### src/rtl/updown_counter_if.sv
// Control and status bundle for updown_counter: the owning block drives the
// controls (master) and the counter answers with its count and event flags (slave).
interface updown_counter_if #(
    parameter int WIDTH = 8
);
    logic             clear;
    logic             load;
    logic [WIDTH-1:0] load_data;
    logic             enable;
    logic             up_down;
    logic [WIDTH-1:0] count;
    logic             wrap;
    logic             sat_hit;
    logic             at_max;
    logic             at_zero;

    modport master (
        output clear, load, load_data, enable, up_down,
        input  count, wrap, sat_hit, at_max, at_zero
    );

    modport slave (
        input  clear, load, load_data, enable, up_down,
        output count, wrap, sat_hit, at_max, at_zero
    );
endinterface

### src/rtl/updown_counter.sv
// Parametrised up/down counter with a programmable terminal value, wrap or
// saturate overflow, load with clamping, clear and registered event pulses.
module updown_counter #(
    parameter int             WIDTH       = 8,
    parameter logic [WIDTH-1:0] MAX_VALUE = '1,
    parameter bit             SATURATE    = 1'b0,
    parameter logic [WIDTH-1:0] RESET_VALUE = '0
) (
    input  logic              clk,
    input  logic              reset_n,
    updown_counter_if.slave   bus
);

    if (WIDTH < 2 || WIDTH > 32 || MAX_VALUE == '0 || RESET_VALUE > MAX_VALUE) begin : g_bad_params
        $error("updown_counter: illegal parameters WIDTH=%0d MAX_VALUE=%0d RESET_VALUE=%0d",
               WIDTH, MAX_VALUE, RESET_VALUE);
    end

    localparam logic [WIDTH:0] MAX_EXT = {1'b0, MAX_VALUE};
    localparam logic [WIDTH:0] ONE_EXT = {{WIDTH{1'b0}}, 1'b1};

    logic [WIDTH-1:0] count_q;
    logic             wrap_q;
    logic             sat_hit_q;
    logic [WIDTH:0]   step_up;
    logic [WIDTH:0]   step_down;

    // One extra bit: a step past MAX_VALUE shows as a value above MAX_EXT,
    // a step below zero shows as the borrow in the top bit.
    assign step_up   = {1'b0, count_q} + ONE_EXT;
    assign step_down = {1'b0, count_q} - ONE_EXT;

    // NOTE: sequential state uses non-blocking assignments so every register
    // samples the pre-edge values; the reset branch sits inside the clocked
    // block because reset is synchronous here.
    always_ff @(posedge clk) begin
        if (!reset_n) begin
            count_q   <= RESET_VALUE;
            wrap_q    <= 1'b0;
            sat_hit_q <= 1'b0;
        end else begin
            wrap_q    <= 1'b0;
            sat_hit_q <= 1'b0;
            if (bus.clear) begin
                count_q <= RESET_VALUE;
            end else if (bus.load) begin
                count_q <= (bus.load_data > MAX_VALUE) ? MAX_VALUE : bus.load_data;
            end else if (bus.enable) begin
                if (bus.up_down) begin
                    if (step_up <= MAX_EXT) begin
                        count_q <= step_up[WIDTH-1:0];
                    end else if (SATURATE) begin
                        sat_hit_q <= 1'b1;
                    end else begin
                        count_q <= '0;
                        wrap_q  <= 1'b1;
                    end
                end else begin
                    if (!step_down[WIDTH]) begin
                        count_q <= step_down[WIDTH-1:0];
                    end else if (SATURATE) begin
                        sat_hit_q <= 1'b1;
                    end else begin
                        count_q <= MAX_VALUE;
                        wrap_q  <= 1'b1;
                    end
                end
            end
        end
    end

    assign bus.count   = count_q;
    assign bus.wrap    = wrap_q;
    assign bus.sat_hit = sat_hit_q;
    assign bus.at_max  = (count_q == MAX_VALUE);
    assign bus.at_zero = (count_q == '0);

endmodule

### src/flat_wrapper.sv
// flat-port wrapper written by rule: the top's interface ports become plain ports
module updown_counter_flat 
#(
    parameter int             WIDTH       = 8,
    parameter logic [WIDTH-1:0] MAX_VALUE = '1,
    parameter bit             SATURATE    = 1'b0,
    parameter logic [WIDTH-1:0] RESET_VALUE = '0
)
  (clk, reset_n, bus_clear, bus_load, bus_load_data, bus_enable, bus_up_down, bus_count, bus_wrap, bus_sat_hit, bus_at_max, bus_at_zero);
  updown_counter_if #(.WIDTH(WIDTH)) bus_i ();
  input  logic clk;
  input  logic reset_n;
  input wire logic [$bits(bus_i.clear)-1:0] bus_clear;
  input wire logic [$bits(bus_i.load)-1:0] bus_load;
  input wire logic [$bits(bus_i.load_data)-1:0] bus_load_data;
  input wire logic [$bits(bus_i.enable)-1:0] bus_enable;
  input wire logic [$bits(bus_i.up_down)-1:0] bus_up_down;
  output wire logic [$bits(bus_i.count)-1:0] bus_count;
  output wire logic [$bits(bus_i.wrap)-1:0] bus_wrap;
  output wire logic [$bits(bus_i.sat_hit)-1:0] bus_sat_hit;
  output wire logic [$bits(bus_i.at_max)-1:0] bus_at_max;
  output wire logic [$bits(bus_i.at_zero)-1:0] bus_at_zero;
  assign bus_i.clear = bus_clear;
  assign bus_i.load = bus_load;
  assign bus_i.load_data = bus_load_data;
  assign bus_i.enable = bus_enable;
  assign bus_i.up_down = bus_up_down;
  assign bus_count = bus_i.count;
  assign bus_wrap = bus_i.wrap;
  assign bus_sat_hit = bus_i.sat_hit;
  assign bus_at_max = bus_i.at_max;
  assign bus_at_zero = bus_i.at_zero;
  updown_counter #(.WIDTH(WIDTH), .MAX_VALUE(MAX_VALUE), .SATURATE(SATURATE), .RESET_VALUE(RESET_VALUE)) u_core (.clk(clk), .reset_n(reset_n), .bus(bus_i));
endmodule
### config.mk
export PLATFORM = sky130hd
export DESIGN_NAME = updown_counter_flat
export DESIGN_NICKNAME = d
export VERILOG_FILES = /design/src/rtl/updown_counter_if.sv /design/src/rtl/updown_counter.sv /design/src/flat_wrapper.sv
export SDC_FILE = /design/constraint.sdc
export NUM_CORES = 1
export LEC_CHECK = 0
export ABC_AREA = 0
export BUFFER_PORTS_ARGS = -buffer_cell sky130_fd_sc_hd__buf_2
export CORE_MARGIN = 2
export CORE_UTILIZATION = 40
export DETAILED_ROUTE_END_ITERATION = 10
export MAX_ROUTING_LAYER = met4
export PLACE_DENSITY_LB_ADDON = 0.1
export REMOVE_ABC_BUFFERS = 1
export SLEW_MARGIN = 20
export SYNTH_ARGS = -nofsm -noshare
export SYNTH_HDL_FRONTEND = slang
export SYNTH_SLANG_ARGS = --single-unit
### constraint.sdc
create_clock -name clk -period 4.5 [get_ports clk]
set_input_delay 0.675 -clock clk [delete_from_list [all_inputs] [get_ports clk]]
set_output_delay 0.675 -clock clk [all_outputs]
set_load 0.01 [all_outputs]
==> results of run 1 <==
[state kept, by name, indices dropped and copies added (netlist names)]
name,count
u_core.bus.wrap,1
u_core.bus.count,8
[layout make-up]
class | count | share of cell area, %
Clock buffer | 4 | 2.515
Timing Repair Buffer | 24 | 11.50
Inverter | 5 | 1.796
Sequential cell | 9 | 17.25
Multi-Input combinational cell | 97 | 63.59
Tap cell | 28 | 3.353
[power breakdown]
part           internal (mW)  switching, mW  total [mW]
combinational         0.0333         0.0369      0.0703
clock                 0.0343         0.0324      0.0667
sequential            0.0834        0.00991      0.0933
[per-layer routing]
metal	global-route usage [%]	share of wire, %
met1	26.32	49
met2	30.38	44
met3	6.322	5.9
met4	6.579	1.0
met5	-	0
[placed cells by master, fill, tap and decap left out, types with 4 or more instances in the layout]
cell type,netlist,routed
sky130_fd_sc_hd__buf_2,2,24
sky130_fd_sc_hd__ha_1,4,4
sky130_fd_sc_hd__xnor2_1,4,4
sky130_fd_sc_hd__nand2_1,9,9
sky130_fd_sc_hd__dfxtp_1,9,9
sky130_fd_sc_hd__inv_1,5,5
sky130_fd_sc_hd__nor3_1,6,6
sky130_fd_sc_hd__nor3b_1,4,4
sky130_fd_sc_hd__a21oi_1,4,4
sky130_fd_sc_hd__nor2_1,4,4
sky130_fd_sc_hd__o21ai_0,12,12
[metrics by stage]
stage	cells	area, µm²
3_3_place_gp	163	1018
2_1_floorplan	111	863.3
3_5_place_dp	163	1018
5_1_grt	167	1045
4_1_cts	167	1045
6_report	167	1045
[cells by family after synthesis]
kind of cell / after synthesis
and+or+nand+nor: 50
other: 1
AOI/OAI and AO/OA: 37
DFF: 9
buffers and inverters: 15
adders and majority gates: 4
xor gates and xnor gates: 5
[worst max-delay path: stages (launching register included)]
cell                      delay (ps)
sky130_fd_sc_hd__dfxtp_1         400
sky130_fd_sc_hd__or4_4           600
sky130_fd_sc_hd__nor4b_1         290
sky130_fd_sc_hd__buf_2           180
[how the worst max path moves through the flow]
| stage | cells past startpoint | end | startpoint |
|---|---|---|---|
| finish | 3 | bus_at_zero | u_core.bus.count[4] |
| global route | 3 | bus_at_zero | u_core.bus.count[4] |
| CTS | 3 | bus_at_zero | u_core.bus.count[4] |
| detailed placement | 6 | u_core.bus.count[4] | u_core.bus.count[0] |
| global placement | 6 | u_core.bus.count[4] | u_core.bus.count[0] |
| floorplan | 2 | bus_at_zero | u_core.bus.count[4] |
==> results.md, run 1 <==
- The final critical path takes up between 50% and 60% of the cycle.
- The number of synthesized flops with an enable pin is 0.
- The number of DRC violations after detailed routing is 0.
- The top-area cell type share of the netlist area is around 20%.
- The most used flip-flop cell after synthesis is sky130_fd_sc_hd__dfxtp_1.
- The maximum VDD drop is 0.1440 mV.
- Synthesis instantiated between 40 and 50 different standard cells from the library.
- Dividing the synthesized area by the synthesized cell count gives 7.590 µm².
- The total length of routed wires is about 2.5 mm.
- Summed over all cells, the static leakage comes to 0.4269 nW.
- The estimated wirelength of the detail-placed design is around 1.8 mm.
- The number of optimization iterations in the first detailed-route pass is 4.
- The CTS buffer count is 3.
- Of all cell types, the one taking the most synthesized area is sky130_fd_sc_hd__dfxtp_1.
- By count the netlist is led by 12 x sky130_fd_sc_hd__o21ai_0, 9 x sky130_fd_sc_hd__dfxtp_1, 9 x sky130_fd_sc_hd__nand2_1.
- The end point of the most critical hold path is u_core.bus.count[1].
- The final number of max-transition violations is 0.
- The count of final hold-check violations came to 0.
- The depth of the CTS H-tree is 1.
- Detailed routing inserted a total of 974 vias.
- Setup slack on the worst reg-to-reg path comes out at approximately 2200 ps.
- In this run the cell area of the synthesized design comes to just over 900 µm².
- Row generation in the floorplan step produced 17 rows.
- The number of I/O pins is 26.
- Summed over all layers, the global routing overflow is 0.
- After synthesis the netlist holds a flip-flop and latch count of 9.
- The count of synthesis-stage warnings from yosys is 0.
- The die covers roughly 0.0027 mm².
- The count of antenna diodes in the layout is 0.
- Power comes to roughly 0.23 mW.
- The clock tree root buffer cell is sky130_fd_sc_hd__clkbuf_4.
- The critical path in this run is classified as flop to output port.
- The number of antenna violations at the first check in global routing is 0.
- The critical path required time is ~3800 ps.
- The congestion estimate from routability-driven global placement came to 0.8152.
- Once the floorplan was initialized, standard cells occupied a little over two fifths of the core.
- Yosys attributes the largest share of cell area to sky130_fd_sc_hd__dfxtp_1 20%, sky130_fd_sc_hd__o21ai_0 6.5%, sky130_fd_sc_hd__ha_1 5.4%.
- Clock-pin slew was measured on the worst setup and hold paths at approximately 70 ps.
- The floorplan step defined a core boundary enclosing around 0.0022 mm².
- The fraction of the mapped netlist area in simple logic gates is between 30% and 40%.
- The worst hold path cell count is 2.
- The worst register-to-register path ends at u_core.bus.count[4].
- In the global route stage, overall resource usage came out at between 20% and 30%.
- After synthesis, the share of flip-flops with an asynchronous set or reset is 0%.
- In this run the worst hold path is classified as flop to flop.
- The worst-case headroom to the max-slew limit is 62.95%.
- By instance count, the leading cell after synthesis is sky130_fd_sc_hd__o21ai_0.
- The worst slack after detailed placement is 2265 ps.
- The sequential element share of the synthesized area is 19.62%.
- Cells with a size suffix above 1 make up 25.90% of the layout.
- The number of nets still failing antenna checks after routing is 0.
- The total number of nets in the final design is around 160.
- The wire length of the first global-routing pass is 3.974 mm.
- The worst-path maximum fanout is 11.
- The number of hold buffers added after CTS was 0.
- The worst setup path is launched from a flop.
- In the final timing run, aggregate negative setup slack is 0 ps.
- At the later pin of the worst-skew pair, clock insertion delay measures ~270 ps.
- The count of cells resized by post-cts repair is 0.
- The horizontal extent of the die is between 50 and 60 µm.
- The post-route worst hold slack is ~670 ps.
- The flow ran to the end, and the final reports show no timing, DRC or antenna violations.
- The number of global-route vias before repair is 851.
- Synthesis handed over a netlist of ~120 instances.
- The core utilization of the finished layout is between 40% and 50%.
- Measured along the y axis, the die boundary spans 51.92 µm.
- The worst path setup slack after routing is roughly 2100 ps.
- From synthesis to final layout, the design area changed by 13.76%.
- The worst setup path is captured at an output port.
- The worst clock skew is approximately 2.4 ps.
- Buffers added to address setup during post-CTS repair amount to 0.
- Input and output buffers added on the ports amount to 24.
- The filler cell count in the final layout is approximately 230.
- The adder-cell share of the synthesized area is around 5.4%.
- After detailed routing, the average wire length per cell comes to about 15 µm.
- In this run the deepest clock path goes through 2 buffers.
- After synthesis, the share of cell area in mux cells is 0%.
- Dividing the detail-routed via count by the number of cells gives 5.832.
- Max-cap violations in this run came to 0.
- The final number of setup-violating endpoints is 0.
- The routed design could run at a clock period as short as 2418 ps.
- Counting every sink on the clock net gives 9.
- The compound-gate portion of the synthesized area is about 28%.
- In this run the most critical hold path is launched from u_core.bus.count[1].
- The measured slew at the worst slew-check pin is about 550 ps.
- The count of cells along the worst register-to-register path is 6.
- TritonCTS built the clock tree.
- The worst register-to-register path begins at u_core.bus.count[0].
- The power per cell area is between 200 and 250 mW/mm².
- The sequential cell area is ~180 µm².
- The largest family of logic cells by synthesized area is simple AND/OR/NAND/NOR gates.
- The multi-input combinational cells in the finished layout cover a total of roughly 660 µm².
- Timing would allow up to 413.5 MHz.
- The DRC marker count from the first detailed-route iteration is 20.
- The data arrival time of the worst path is 1740 ps.
- Summing the areas of all xor and xnor instances in the mapped netlist gives 4.768% of the synthesized area.
- Setup repair after global routing left no endpoint under its margin.
- The largest net degree at the start of global routing is 19.
Power figures use the tool's default switching activity.
==> run 2: changes to the inputs <==
ABC_AREA = 1   (was 0)
clock period = 2.1 ns   (was 4.5 ns; I/O delays follow)
==> run 2 against run 1 <==
  * Area after synthesis rose by 2.2%
  * Core utilization rose by 1.7 points
  * Synthesized cell count rose by 30%
  * Non-clock buffer count did not move
  * Clock power rose by 100%
  * Hold slack got worse by 360 ps
  * Via count rose by 8.4%
  * Global-route usage fell by 1.2 points
  * Sequential share of layout area fell by 0.77 points
==> results.md, run 2 <==
- STA classifies the critical path startpoint as a flop.
- The standard-cell row count came to 17 (unchanged).
- The CTS tree is yes.
- The number of DRC violations after detailed routing is 0 (unchanged).
- The number of synthesized flops with an enable pin is 0 (unchanged).
- In the layout the commonest cells are 37 x sky130_fd_sc_hd__nand2_1, 24 x sky130_fd_sc_hd__buf_2, 20 x sky130_fd_sc_hd__inv_1.
- The met1 wire length is 1.091 mm (-9.8%).
- The sequential cell area is 180.2 µm² (unchanged).
- The horizontal extent of the die was 52.44 µm (+1.0%).
- The clock sink total is 9 (unchanged).
- The estimated wirelength of the detail-placed design is 1.921 mm (+6.6%).
- The net switching fraction of the power is 35.00% (+0.59 points).
- The share of synthesized registers carrying an async set or reset is 0% (unchanged).
- The fraction of final layout cells with drive strength greater than 1 was 26.52% (+0.62 points).
- The area of the die is 0.002749 mm² (+2.0%).
- The sequential share of power came to 40.6% (about the same).
- The detailed route wirelength on metal3 is 115 µm (-22%).
- The measured slew at the worst slew-check pin is 620.8 ps (+65.98 ps).
- Timing would allow up to just over 500 MHz.
- The synthesized area is 938.4 µm² (+2.2%).
- The wire length of the first global-routing pass is 3.753 mm (-5.6%).
- The most area-hungry cell type in the Yosys netlist is sky130_fd_sc_hd__dfxtp_1.
- The depth of the CTS H-tree is 1 (unchanged).
- The worst-path maximum fanout came to 8 (-3).
- By area the synthesized netlist is led by sky130_fd_sc_hd__dfxtp_1 19%, sky130_fd_sc_hd__nand2_1 15%, sky130_fd_sc_hd__inv_1 8.0%.
- The quantity of hold-fixing buffers added after cts is 0 (unchanged).
- The count of mapped cells out of synthesis is 157 (+30%).
- The area growth from synthesis to final layout is 16.53%.
- The global-route total usage across every layer is 19.21% (-1.2 points).
- The worst slack after detailed placement is 236.5 ps (-2029 ps).
- The leakage power of the design was 0.5479 nW (+28%).
- Setup repair after global routing left no endpoint under its margin.
- The worst path setup slack after routing is 121.4 ps (-1960 ps).
- The number of nets still failing antenna checks after routing came to 0 (unchanged).
- The effective utilization at floorplan is 42.42% (+0.50 points).
- The final number of max-transition violations is 0 (unchanged).
- The library cell used most frequently in the layout, excluding fill and tap cells, is sky130_fd_sc_hd__nand2_1.
- The worst clock skew came to 1.646 ps (-0.7306 ps).
- The switching power total is 0.1662 mW (+110%).
- The area of combinational cells with multiple inputs is 636.9 µm² (-4.1%).
- The number of antenna violations at the first check in global routing is 0 (unchanged).
- The final total negative setup slack was 0 ps (unchanged).
- The number of optimization iterations in the first detailed-route pass was 4 (unchanged).
- The vertical die dimension was 52.44 µm (+1.0%).
- The flow ran to the end, and the final reports show no timing, DRC or antenna violations.
- The weighted congestion at the end of routability-driven global placement is 0.9763 (+20%).
- The top-area cell type share of the netlist area is 19.20% (-0.42 points).
- The worst setup path is captured at an output port.
- The number of global-route vias before repair is 825 (-3.1%).
- The total vias in the final route is 1,056 (+8.4%).
- The overflow left after global routing came to 0 (unchanged).
- The core area came to 0.002212 mm² (+0.97%).
- The count of cells resized by post-cts repair came to 0 (unchanged).
- The CTS clock-pin slew for the worst setup and hold paths was 60 ps (about the same).
- The number of flip-flops in the largest register is 8 (unchanged).
- The number of buffers inserted by port buffering was 24 (unchanged).
- The final number of setup-violating endpoints is 0 (unchanged).
- The count of synthesis-stage warnings from yosys was 0 (unchanged).
- The total number of nets in the final design was 200 (+27%).
- The buffers inserted during post-CTS setup optimization is 0 (unchanged).
- The count of final hold-check violations is 0 (unchanged).
- The most frequent cell after synthesis is sky130_fd_sc_hd__nand2_1.
- The detailed-route wire length per cell is 11.33 µm (-24%).
- The data arrival time of the worst path is 1660 ps (-80 ps).
- The max-cap check violation count was 0 (unchanged).
- The clock tree root buffer cell is sky130_fd_sc_hd__clkbuf_4.
- The count of antenna diodes in the layout came to 0 (unchanged).
- The combinational share of power came to 31.2% (+0.7 points).
- Sorting the synthesized cells by how often they occur yields 37 x sky130_fd_sc_hd__nand2_1, 20 x sky130_fd_sc_hd__inv_1, 15 x sky130_fd_sc_hd__nor2_1.
- The final clock period utilization by the worst path is roughly 94%.
- The fraction of power consumed by the clock network is 28.1% (-0.9 points).
- The worst-case headroom to the max-slew limit is 58.46% (-4.5 points).
- The maximum root-to-sink buffer count is 2 (unchanged).
- The cell-internal power is 0.3088 mW (+100%).
- The CTS buffer count is 3 (unchanged).
- The post-synthesis average cell area was 5.977 µm² (-21%).
- The met2 wire length was 1.145 mm (+3.7%).
- The clock period could shrink to between 1500 and 2000 ps.
- The highest layer touched by signal routing is met4.
- The flip-flop and latch count after synthesis is 9 (unchanged).
- The worst-skew pair later-pin latency is 260 ps (about the same).
- The number of I/O pins is 26 (unchanged).
- The maximum VDD drop is 0.3258 mV (+130%).
- The total length of routed wires came to 2.369 mm (-4.8%).
- The sequential element share of the synthesized area came to 19.20% (-0.42 points).
- The worst setup path is of the flop to output port kind.
- The power per cell area came to 434.4 mW/mm² (+97%).
- The filler cell count in the final layout is 245 (+4.7%).
- The number of vias per cell after detailed routing is 5.053 (-13%).
- For this run, the leading register cell type out of synthesis is sky130_fd_sc_hd__dfxtp_1.
- The largest net degree at the start of global routing was 12 (-7).
- The critical path required time is 1780 ps (-2050 ps).
- The count of unique library cells instantiated by Yosys is 26 (-43%).
- The DRC marker count from the first detailed-route iteration is 17 (-15%).
- In this run the worst hold path is classified as primary input to flop.
run 2: through the flow:
step	power (mW)	std cells	area, µm²	hold WS (ps)	utilization, %
finish	0.4750	209	1094	309.1	49.43
global route	0.5141	209	1094	300.9	49.43
CTS	0.4801	209	1094	307.5	49.43
detailed placement	0.3455	205	1067	587.8	48.25
global placement	0.3458	205	1067	586.5	48.25
floorplan	0.2938	153	912.1	473.6	-
run 2: area by class of cell:
cell class                 instances  area share, %
multi-input combinational        119          58.24
tap                               28          3.204
clock buffer                       4          2.403
sequential                         9          16.48
inverter                          25          8.696
timing repair buffer              24          10.98
run 2: power by group through the flow:
stage | clock network, mW | registers [mW] | logic (mW)
3_3_place_gp | 0 | 0.196 | 0.149
3_5_place_dp | 0 | 0.197 | 0.149
4_1_cts | 0.138 | 0.193 | 0.149
2_1_floorplan | 0 | 0.197 | 0.0972
6_report | 0.134 | 0.193 | 0.148
5_1_grt | 0.150 | 0.194 | 0.170
run 2: cells by family after synthesis:
family / count (synthesis) / share of synthesized area (%)
flip-flops: 9 / 19.20
AO/OA/AOI/OAI: 29 / 18.40
buffers and inverters: 29 / 12.93
AND/OR/NAND/NOR: 83 / 41.87
XOR/XNOR: 2 / 1.867
other: 1 / 0.3996
adder cells (fa/ha/maj): 4 / 5.334
run 2: worst paths after layout:
check                           start             endpoint  slack [ps]  cells past startpoint
setup / recovery  u_core.bus.count[1]           bus_at_max         120                      6
hold / removal              bus_clear      u_core.bus.wrap         310                      4
setup reg to reg  u_core.bus.count[0]  u_core.bus.count[0]         230                     11
hold reg to reg   u_core.bus.count[2]  u_core.bus.count[2]         650                      2
run 2: worst max-delay path, cell delays in order (launching register included):
cell                      delay [ps]
sky130_fd_sc_hd__dfxtp_1         480
sky130_fd_sc_hd__ha_1            250
sky130_fd_sc_hd__nand2_2          80
sky130_fd_sc_hd__nor2_2          170
sky130_fd_sc_hd__nand2_1         100
sky130_fd_sc_hd__nor2_1          160
sky130_fd_sc_hd__buf_2           160
run 2: routing by layer:
layer / vias to the layer above / track usage (%)
li1: 550 / -
met1: 481 / 25.00
met2: 23 / 29.38
met3: 2 / 6.000
met4: 0 / 3.846
met5: - / -
